===== src/rtl/uart_pkg.sv =====
// Shared receiver types, baud constants and the parity helper.
// No logic of its own; imported by the receiver and its bench.
package uart_pkg;

  localparam int DEF_DATA_BITS = 8;
  localparam int BPS_CNT       = 434;
  localparam int BPS_HALF      = 217;

  typedef enum logic [2:0] {
    IDLE,
    START,
    DATA,
    PARITY,
    STOP,
    WAIT_IDLE
  } rx_state_t;

  // Expected parity bit for a zero-extended data word; odd=1 selects odd parity.
  function automatic logic parity_bit(input logic [31:0] data, input logic odd);
    return (^data) ^ odd;
  endfunction

endpackage


===== src/rtl/rx_sync.sv =====
// Two-flop synchronizer for the idle-high serial line.
// Latency 2 clk; no backpressure.
module rx_sync (
  input  logic clk,
  input  logic rst,
  input  logic rx,
  output logic rx_s
);

  logic meta;

  // Both flops reset to the idle level so reset never fakes a start edge.
  always_ff @(posedge clk) begin
    if (rst) begin
      meta <= 1'b1;
      rx_s <= 1'b1;
    end else begin
      meta <= rx;
      rx_s <= meta;
    end
  end

endmodule


===== src/rtl/uart_rx.sv =====
// UART receiver driven by an external mid-bit strobe; parity built only with UART_RX_PARITY_EN.
// Outputs pulse 1 clk after the stop-bit strobe; no backpressure, words are simply overwritten.
module uart_rx
  import uart_pkg::*;
#(
  parameter int DATA_BITS  = DEF_DATA_BITS,
  parameter bit PARITY_ODD = 1'b0
) (
  input  logic                 clk,
  input  logic                 rst,
  input  logic                 rx,
  input  logic                 bps_clk,
  output logic                 bps_start,
  output logic [DATA_BITS-1:0] rx_data,
  output logic                 rx_valid,
  output logic                 frame_err,
  output logic                 parity_err
);

  localparam int IDX_W = (DATA_BITS > 1) ? $clog2(DATA_BITS) : 1;
  localparam logic [IDX_W-1:0] LAST_IDX = IDX_W'(DATA_BITS - 1);

  rx_state_t            state;
  logic                 rx_s;
  logic                 rx_d;
  logic                 fall;
  logic [IDX_W-1:0]     idx;
  logic [DATA_BITS-1:0] shreg;
  logic                 par_bad;

  rx_sync u_sync (
    .clk  (clk),
    .rst  (rst),
    .rx   (rx),
    .rx_s (rx_s)
  );

  assign fall = rx_d & ~rx_s;

  always_ff @(posedge clk) begin
    if (rst) begin
      state      <= IDLE;
      rx_d       <= 1'b1;
      idx        <= '0;
      shreg      <= '0;
      par_bad    <= 1'b0;
      bps_start  <= 1'b0;
      rx_data    <= '0;
      rx_valid   <= 1'b0;
      frame_err  <= 1'b0;
      parity_err <= 1'b0;
    end else begin
      rx_d       <= rx_s;
      rx_valid   <= 1'b0;
      frame_err  <= 1'b0;
      parity_err <= 1'b0;
      case (state)
        // Edges are only watched here, so one landing on the cycle we return is ignored.
        IDLE: begin
          if (fall) begin
            state     <= START;
            bps_start <= 1'b1;
          end
        end
        START: begin
          if (bps_clk) begin
            if (!rx_s) begin
              state   <= DATA;
              idx     <= '0;
              par_bad <= 1'b0;
            end else begin
              state     <= IDLE;
              bps_start <= 1'b0;
            end
          end
        end
        DATA: begin
          if (bps_clk) begin
            shreg[idx] <= rx_s;
            if (idx == LAST_IDX) begin
              idx <= '0;
`ifdef UART_RX_PARITY_EN
              state <= PARITY;
`else
              state <= STOP;
`endif
            end else begin
              idx <= idx + 1'b1;
            end
          end
        end
        PARITY: begin
          if (bps_clk) begin
            par_bad <= (rx_s != parity_bit(32'(shreg), PARITY_ODD));
            state   <= STOP;
          end
        end
        STOP: begin
          if (bps_clk) begin
            bps_start <= 1'b0;
            if (rx_s) begin
              rx_data    <= shreg;
              rx_valid   <= 1'b1;
              parity_err <= par_bad;
              state      <= IDLE;
            end else begin
              frame_err <= 1'b1;
              state     <= WAIT_IDLE;
            end
          end
        end
        // A held-low break must see the line high again before re-arming.
        WAIT_IDLE: begin
          if (rx_s) state <= IDLE;
        end
        default: begin
          state     <= IDLE;
          bps_start <= 1'b0;
        end
      endcase
    end
  end

endmodule


===== config.mk =====
export PLATFORM = sky130hd
export DESIGN_NAME = uart_rx
export DESIGN_NICKNAME = d
export VERILOG_FILES = /design/src/rtl/uart_pkg.sv /design/src/rtl/rx_sync.sv /design/src/rtl/uart_rx.sv
export SDC_FILE = /design/constraint.sdc
export NUM_CORES = 1
export LEC_CHECK = 0
export CORE_ASPECT_RATIO = 1.4
export CORE_MARGIN = 2
export CORE_UTILIZATION = 34
export DETAILED_ROUTE_END_ITERATION = 16
export GPL_TIMING_DRIVEN = 1
export HOLD_SLACK_MARGIN = 0.05
export PLACE_DENSITY = 0.57
export SYNTH_ARGS = -nofsm -noshare
export SYNTH_HDL_FRONTEND = slang
export SYNTH_SLANG_ARGS = --single-unit

===== constraint.sdc =====
create_clock -name clk -period 2.4 [get_ports clk]
set_input_delay 0.36 -clock clk [delete_from_list [all_inputs] [get_ports clk]]
set_output_delay 0.36 -clock clk [all_outputs]
set_load 0.03 [all_outputs]

==> impl_metrics.py, run 1 <==
metrics = {
    "worst_setup_path": {
        "crit_cells": 5,
        "critPathBufInv": 1,
        "worst_r2r_endpoint": "shreg[4]",
        "worstSetupStartpoint": "bps_clk",
        "cp_top_family": "simple AND/OR/NAND/NOR gates",
        "r2r-start": "state[0]",
        "cpMaxStageDelayCell": "clkdlybuf4s50_1",
        "cp_data_arrival_time_ps": 2000,
        "r2r_cells": 4,
        "cp_slowest_stage_delay_ps": 600,
        "cp_max_fo": 8,
        "end_kind": "flop",
        "crit_chain": "clkdlybuf4s50_1 > or4b_1 > nor3_2 > mux2i_1 > nor2_1",
        "path_class": "input port to flop",
        "crit_end": "shreg[4]",
        "r2r_setup_slack_ps": 690,
        "required_ps": 2580,
        "start_kind": "input port",
    },
    "sta": {
        "finalCritPeriodShare_pct": 75.8,
        "slew_violations": 0,
        "hold_violations": 0,
        "period_needed_ps": 1820,
        "max_slew_margin_pct": 52.9,
        "setup-violations-final": 0,
        "worst_pin_slew_ps": 705,
        "finClkSkew_ps": 4.94,
        "final.setup.worst_slack_ps": 581,
        "rsz0062_at_grt": "no",
        "setup_tns_ps": 0,
        "fmax_ghz": 0.550,
    },
    "final_layout": {
        "final_nets": 172,
        "antennaDiodeCount": 0,
        "mostFrequentLayoutCells": "30 x dfxtp_1, 21 x nor2_1, 15 x clkdlybuf4s50_1",
        "syn_to_final_growth_pct": 22.4,
        "final_layout_size_suffix_gt1_share_pct": 10.8,
        "fillers": 415,
        "layout_commonest_cell": "dfxtp_1",
    },
    "yosys": {
        "ys_types": 28,
        "yosysWarnings": 0,
        "synth_area_leaders": "dfxtp_1 45%, mux2i_1 9.0%, nor2_1 5.9%",
        "syn-num-nets": 154,
        "synth_cells": 148,
        "synth_top_cell_by_area": "dfxtp_1",
        "avgSynthCellArea_sq_um": 9.04,
        "syn_area_sq_um": 1340,
        "synth_seq_cells": 30,
        "synth_top_cell_area_share_pct": 44.9,
        "seq_area_frac_synth_pct": 44.9,
    },
    "drt": {
        "drt-vias-per-instance": 5.13,
        "antenna_left": 0,
        "detail_route.wl_per_cell_microns": 13.0,
        "totalWireLength_mm": 2.73,
        "drc_errors": 0,
        "drt_iter0_drc": 25,
        "dr.pass1.iters": 4,
        "dr_total_vias": 1077,
    },
    "run_status": {
        "status": "completed",
    },
    "global_routing": {
        "grt_pass1_vias": 1038,
        "grt_max_degree": 22,
        "grt_use_total_pct": 13.4,
        "grt_pass1_wl_mm": 4.66,
        "antenna_found_initial": 0,
        "grt_overflow_total": 0,
    },
    "cts": {
        "numCtsBuffers": 5,
        "cts_buffer_depth": 2,
        "clk_pin_slew_ps": 70,
        "cts_tree": "yes",
        "postCtsHoldBufs": 0,
        "cts_resized": 0,
        "post_cts_buffers": 0,
        "cts_root_buf": "clkbuf_8",
        "clkLatencyLatePin_ps": 280,
        "numClockSinks": 30,
        "htreeDepth": 2,
    },
    "power": {
        "p_sw_uw": 217,
        "p_per_area_nw_per_um2": 592,
        "comb_power_share_pct": 4.4,
        "seqPwrFrac_pct": 52.3,
        "clockPowerShare_pct": 43.4,
        "p_int_uw": 751,
        "p_leak_uw": 0.000560,
        "swShare_pct": 22.4,
        "ir_drop_mv": 0.329,
    },
    "die": {
        "die_width_microns": 57.0,
        "die-height_microns": 78.2,
        "top_level_ports": 16,
        "die-area_sq_um": 4460,
        "rows": 27,
        "coreArea_sq_um": 3850,
        "start_util_pct": 34.7,
    },
    "hold_path": {
        "hold_path.class": "flop to flop",
        "min_from": "u_sync.meta",
    },
    "flow_run": {
        "drv_cap": 0,
    },
    "placed_design": {
        "pre_cts_ws_ps": 306,
        "routabilityCongestion": 0.708,
        "hpwlAfterDp_mm": 1.88,
        "io_buffer_count": 15,
    },
}
## metrics by stage
| stage | cells | hold slack (ps) | util (%) | power [uW] | area, sq um |
|---|---|---|---|---|---|
| 2_1_floorplan | 148 | 389 | - | 543 | 1340 |
| 5_1_grt | 210 | 447 | 42.5 | 1010 | 1640 |
| 3_5_place_dp | 202 | 401 | 40.1 | 559 | 1550 |
| 3_3_place_gp | 202 | 397 | 40.1 | 559 | 1550 |
| 6_report | 210 | 425 | 42.5 | 968 | 1640 |
| 4_1_cts | 210 | 432 | 42.5 | 979 | 1640 |
## synth_stat cells (all sizes together)
| cell | count |
|---|---|
| a31oi | 1 |
| nand2 | 10 |
| nor2b | 2 |
| or4b | 2 |
| nand4 | 1 |
| xnor3 | 1 |
| nand4b | 2 |
| nor4 | 1 |
| and3b | 2 |
| nor3 | 6 |
| dfxtp | 30 |
| ha | 2 |
| nand2b | 3 |
| nand3b | 4 |
| a32oi | 2 |
| nor4b | 1 |
| or2 | 3 |
| nand4bb | 1 |
| nor3b | 1 |
| o21ai | 12 |
| xnor2 | 6 |
| a21oi | 9 |
| mux2i | 12 |
| nor2 | 21 |
| nand3 | 3 |
| buf | 3 |
| clkbuf | 7 |
## cell families (layout without fill, tap and decap cells)
| logic type | Yosys count | count (layout) | synth area share (%) |
|---|---|---|---|
| simple gates | 63 | 63 | 25.9 |
| mux | 12 | 12 | 8.98 |
| compound gates | 24 | 24 | 9.64 |
| flops | 30 | 30 | 44.9 |
| fa+ha+maj | 2 | 2 | 1.87 |
| xor+xnor | 7 | 7 | 5.61 |
| buf+inv | 10 | 29 | 3.09 |
## power by group through the flow
stage               sequential, uW  combinational [uW]  clock [uW]
finish                         506                42.3         420
global route                   507                46.2         454
CTS                            506                42.3         431
detailed placement             517                42.1           0
global placement               517                41.9           0
floorplan                      516                26.3           0
## cell type report
cell class / count / area, sq um / share of cell area, %
Clock buffer: 7 / 86.3 / 5.28
Clock inverter: 1 / 5.00 / 0.306
Multi-Input combinational cell: 108 / 696 / 42.5
Sequential cell: 30 / 601 / 36.7
Tap cell: 43 / 53.8 / 3.29
Timing Repair Buffer: 21 / 195 / 11.9
## layer usage
layer	wire [microns]	track usage, %	up-vias
li1	-	-	551
met1	1260	14.9	504
met2	1320	22.3	20
met3	134	6.10	2
met4	19	4.88	0
met5	0	0	-
## how the worst min path moves through the flow
stage / end / cells past startpoint
after floorplan: u_sync.rx_s / 1
after global placement: u_sync.rx_s / 1
after detailed placement: u_sync.rx_s / 1
after CTS: u_sync.rx_s / 1
after global routing: u_sync.rx_s / 1
final: u_sync.rx_s / 1
## registers in the layout (all words and copies together), names as in the netlist
name and count:
rx_data 8, shreg 8, idx 3, state 3
bps_start 1, frame_err 1, par_bad 1, parity_err 1
rx_d 1, rx_valid 1, u_sync.meta 1, u_sync.rx_s 1
Note: power is estimated with default switching activity, not from simulation.
==> run 2, diff against run 1 <==
clock period = 1.7 ns   (was 2.4 ns; I/O delays follow)
==> run 2 against run 1 <==
  * Worst setup slack got worse by 440 ps
  * Clock skew is 3.2 ps lower
  * Global-route usage increased by 0.46 points
  * Cell count grew 3.8%
  * Count of clock-buffer cells in the layout is the same
  * First-iteration DRC count down 16%
  * Worst hold slack worse by 12 ps
  * Sequential power is 41% higher
  * Via count up 1.9%
  * Power up 41%
  * Final area up 3.7%
  * Critical path type is now flop to output port
  * Critical endpoint is now bps_start
  * Highest routed layer unchanged
==> impl_metrics.py, run 2 (synthesis gave the netlist of run 1 again) <==
metrics = {
    "power": {
        "seqPwrFrac_pct": 52.4,
        "total_power_uw": 1360,
        "ir_drop_mv": 0.517,
        "swShare_pct": 21.7,
        "p_leak_uw": 0.000598,
        "clockPowerShare_pct": 42.6,
        "p_int_uw": 1070,
        "comb_power_share_pct": 5.0,
        "p_sw_uw": 296,
        "p_per_area_nw_per_um2": 803,
    },
    "cts": {
        "post_cts_buffers": 0,
        "numCtsBuffers": 5,
        "clkLatencyLatePin_ps": 280,
        "postCtsHoldBufs": 0,
        "cts_tree": "yes",
        "numClockSinks": 30,
        "cts_buffer_depth": 2,
        "cts_root_buf": "clkbuf_8",
        "cts_resized": 0,
        "htreeDepth": 2,
        "clk_pin_slew_ps": 60,
    },
    "placed_design": {
        "pre_cts_ws_ps": -147,
        "routabilityCongestion": 0.785,
        "hpwlAfterDp_mm": 2.10,
        "placed_area_sq_um": 1610,
        "io_buffer_count": 15,
    },
    "sta": {
        "finClkSkew_ps": 1.77,
        "slew_violations": 0,
        "finalCritPeriodShare_pct": 91.9,
        "worst_pin_slew_ps": 460,
        "period_needed_ps": 1560,
        "rsz0062_at_grt": "no",
        "max_slew_margin_pct": 69.3,
        "setup-violations-final": 0,
        "final.setup.worst_slack_ps": 137,
        "fmax_ghz": 0.640,
        "hold_violations": 0,
    },
    "drt": {
        "drt_iter0_drc": 21,
        "dr_total_vias": 1098,
        "antenna_left": 0,
        "drt-vias-per-instance": 5.04,
        "dr.pass1.iters": 3,
        "detail_route.wl_per_cell_microns": 13.1,
        "totalWireLength_mm": 2.86,
        "drc_errors": 0,
    },
    "final_layout": {
        "layout_commonest_cell": "dfxtp_1",
        "syn_to_final_growth_pct": 26.8,
        "antennaDiodeCount": 0,
        "final_nets": 180,
        "mostFrequentLayoutCells": "30 x dfxtp_1, 21 x nor2_1, 15 x clkdlybuf4s50_1",
        "final_cell_area_sq_um": 1700,
        "top_regs": "rx_data: 8 flops, shreg: 8 flops",
        "final_layout_size_suffix_gt1_share_pct": 14.9,
    },
    "die": {
        "die-height_microns": 78.2,
        "coreArea_sq_um": 3850,
        "die-area_sq_um": 4460,
        "start_util_pct": 34.7,
        "rows": 27,
        "die_width_microns": 57.0,
        "top_level_ports": 16,
    },
    "flow_run": {
        "drv_cap": 0,
    },
    "global_routing": {
        "grt_overflow_total": 0,
        "grt_use_total_pct": 13.9,
        "grt_max_degree": 15,
        "grt_pass1_wl_mm": 4.80,
        "grt_pass1_vias": 1056,
        "antenna_found_initial": 0,
    },
    "worst_setup_path": {
        "required_ps": 1440,
        "crit_chain": "clkdlybuf4s50_1",
        "path_class": "flop to output port",
        "cp_data_arrival_time_ps": 1310,
        "cpMaxStageDelayCell": "clkdlybuf4s50_1",
        "r2r_setup_slack_ps": 210,
        "start_kind": "flop",
        "cp_slowest_stage_delay_ps": 680,
        "cp_top_family": "buffers and inverters",
        "critPathBufInv": 1,
        "cp_max_fo": 3,
        "end_kind": "output port",
    },
    "hold_path": {
        "hold_path.class": "flop to flop",
    },
    "run_status": {
        "status": "completed",
    },
}
-- run 2: changes by cell type in the layout (fill, tap and decap cells not counted), sizes merged --
cell,before,now
buf,6,14
-- run 2: worst paths after layout --
kind | startpoint | to | cells past startpoint
worst max-delay path | bps_start | bps_start | 1
worst min-delay path | u_sync.meta | u_sync.rx_s | 1
worst max register to register | state[0] | shreg[6] | 4
worst min register to register | u_sync.meta | u_sync.rx_s | 1
-- run 2: cell type report --
cell class	count	area [sq um]
clock buffer	7	86.3
clock inverter	1	5.00
fill	411	2150
multi-input combinational	108	696
sequential	30	601
tap	43	53.8
timing repair buffer	29	255
-- run 2: routing by layer --
layer	global-route usage (%)	up-vias	wire length, microns
met2	24.1	15	1520
met3	4.78	5	101
met5	0	-	0
met1	15.0	509	1190
met4	6.05	0	41
li1	-	569	-
-- run 2: power by group through the flow --
stage	Combinational (uW)	Sequential [uW]	Clock, uW
2_1_floorplan	37.2	729	0
3_3_place_gp	66.4	729	0
3_5_place_dp	67.7	730	0
4_1_cts	68.0	714	604
5_1_grt	74.8	714	635
6_report	67.5	714	581
-- run 2: metrics by stage --
stage          hold slack [ps]  std cells  util (%)  setup TNS [ps]
3_3_place_gp               400        210      41.7            -879
4_1_cts                    418        218      44.1               0
3_5_place_dp               403        210      41.7            -922
2_1_floorplan              359        148         -               0
6_report                   413        218      44.1               0
5_1_grt                    438        218      44.1               0
==> run 3, diff against run 2 <==
clock period = 1.8 ns   (was 1.7 ns; I/O delays follow)
==> run 3 against run 2 <==
  * Count of clock-buffer cells in the layout fell by 1
  * Utilization about the same
  * Combinational power decreased by 2%
  * Sequential share of layout area about the same
  * Sequential cell count unchanged
  * Clock power is 4.1% lower
  * Final area about the same
  * Routed wire length decreased by 3.2%
  * Critical endpoint unchanged
==> impl_metrics.py, run 3 (synthesis gave the netlist of run 1 again) <==
metrics = {
    "run_status": {
        "status": "completed",
    },
    "worst_setup_path": {
        "cpMaxStageDelayCell": "clkdlybuf4s50_1",
        "end_kind": "output port",
        "cp_max_fo": 3,
        "required_ps": 1530,
        "start_kind": "flop",
        "cp_top_family": "buffers and inverters",
        "cp_slowest_stage_delay_ps": 670,
        "path_class": "flop to output port",
        "cp_data_arrival_time_ps": 1300,
        "crit_chain": "clkdlybuf4s50_1",
        "critPathBufInv": 1,
    },
    "cts": {
        "postCtsHoldBufs": 0,
        "numClockSinks": 30,
        "clk_pin_slew_ps": 60,
        "cts_tree": "yes",
        "cts_buffer_depth": 2,
        "numCtsBuffers": 5,
        "htreeDepth": 2,
        "clkLatencyLatePin_ps": 280,
        "post_cts_buffers": 0,
        "cts_resized": 0,
        "cts_root_buf": "clkbuf_8",
    },
    "final_layout": {
        "top_regs": "rx_data: 8 flops, shreg: 8 flops",
        "mostFrequentLayoutCells": "30 x dfxtp_1, 21 x nor2_1, 15 x clkdlybuf4s50_1",
        "final_layout_size_suffix_gt1_share_pct": 14.5,
        "final_nets": 178,
        "syn_to_final_growth_pct": 26.9,
        "seq_area_sq_um": 601,
        "fillers": 393,
        "multi_input_area_sq_um": 696,
        "layout_commonest_cell": "dfxtp_1",
        "fin_util_pct": 44.1,
        "antennaDiodeCount": 0,
    },
    "sta": {
        "fmax_ghz": 0.636,
        "finClkSkew_ps": 7.30,
        "period_needed_ps": 1570,
        "hold_violations": 0,
        "worst_pin_slew_ps": 462,
        "rsz0062_at_grt": "no",
        "finalCritPeriodShare_pct": 87.3,
        "slew_violations": 0,
        "setup-violations-final": 0,
        "max_slew_margin_pct": 69.2,
    },
    "power": {
        "total_power_uw": 1300,
        "p_per_area_nw_per_um2": 764,
        "ir_drop_mv": 0.468,
        "p_leak_uw": 0.000591,
    },
    "drt": {
        "drc_errors": 0,
        "totalWireLength_mm": 2.76,
        "drt_iter0_drc": 28,
        "dr_total_vias": 1093,
        "detail_route.wl_per_cell_microns": 12.8,
        "drt-vias-per-instance": 5.06,
        "antenna_left": 0,
        "dr.pass1.iters": 4,
    },
    "die": {
        "coreArea_sq_um": 3850,
        "rows": 27,
        "top_level_ports": 16,
        "start_util_pct": 34.7,
        "die-height_microns": 78.2,
        "die_width_microns": 57.0,
        "die-area_sq_um": 4460,
    },
    "flow_run": {
        "drv_cap": 0,
    },
    "placed_design": {
        "hpwlAfterDp_mm": 1.98,
        "routabilityCongestion": 0.790,
        "io_buffer_count": 15,
    },
    "global_routing": {
        "grt_use_total_pct": 14.4,
        "grt_pass1_vias": 1086,
        "antenna_found_initial": 0,
        "grt_pass1_wl_mm": 5.00,
        "grt_max_degree": 32,
        "grt_overflow_total": 0,
    },
    "hold_path": {
        "hold_path.class": "flop to flop",
    },
}
==> run 3: power breakdown <==
part | internal, uW | leakage (uW) | switching [uW]
registers | 669 | 0.000242 | 4.81
clock network | 306 | 0.0000472 | 251
logic | 32.1 | 0.000301 | 34.2
==> run 3: per-stage QoR <==
stage / instance area [sq um] / instances / hold slack, ps / worst slack, ps / setup TNS (ps)
2_1_floorplan: 1340 / 148 / 374 / 347 / 0
3_3_place_gp: 1600 / 208 / 403 / -30.0 / -75.3
3_5_place_dp: 1600 / 208 / 405 / -73.0 / -205
4_1_cts: 1700 / 216 / 423 / 208 / 0
5_1_grt: 1700 / 216 / 449 / 158 / 0
6_report: 1700 / 216 / 416 / 228 / 0
==> run 3: worst paths after layout <==
kind	slack (ps)	start	cells after the start	to
worst max-delay path	230	bps_start	1	bps_start
worst min-delay path	420	u_sync.meta	1	u_sync.rx_s
worst max register to register	320	idx[0]	4	shreg[2]
worst min register to register	420	u_sync.meta	1	u_sync.rx_s
==> run 3: routing by layer <==
metal | vias up | track usage [%] | share of wire, %
li1 | 565 | - | -
met1 | 507 | 17.0 | 43
met2 | 14 | 23.2 | 51
met3 | 7 | 4.94 | 4.1
met4 | 0 | 6.28 | 2.0
met5 | - | 0 | 0
==> run 3: final cells by class <==
type / count / area share (%)
Sequential cell: 30 / 35.4
Multi-Input combinational cell: 108 / 41.0
Tap cell: 43 / 3.17
Clock inverter: 2 / 0.737
Timing Repair Buffer: 27 / 14.9
Clock buffer: 6 / 4.86
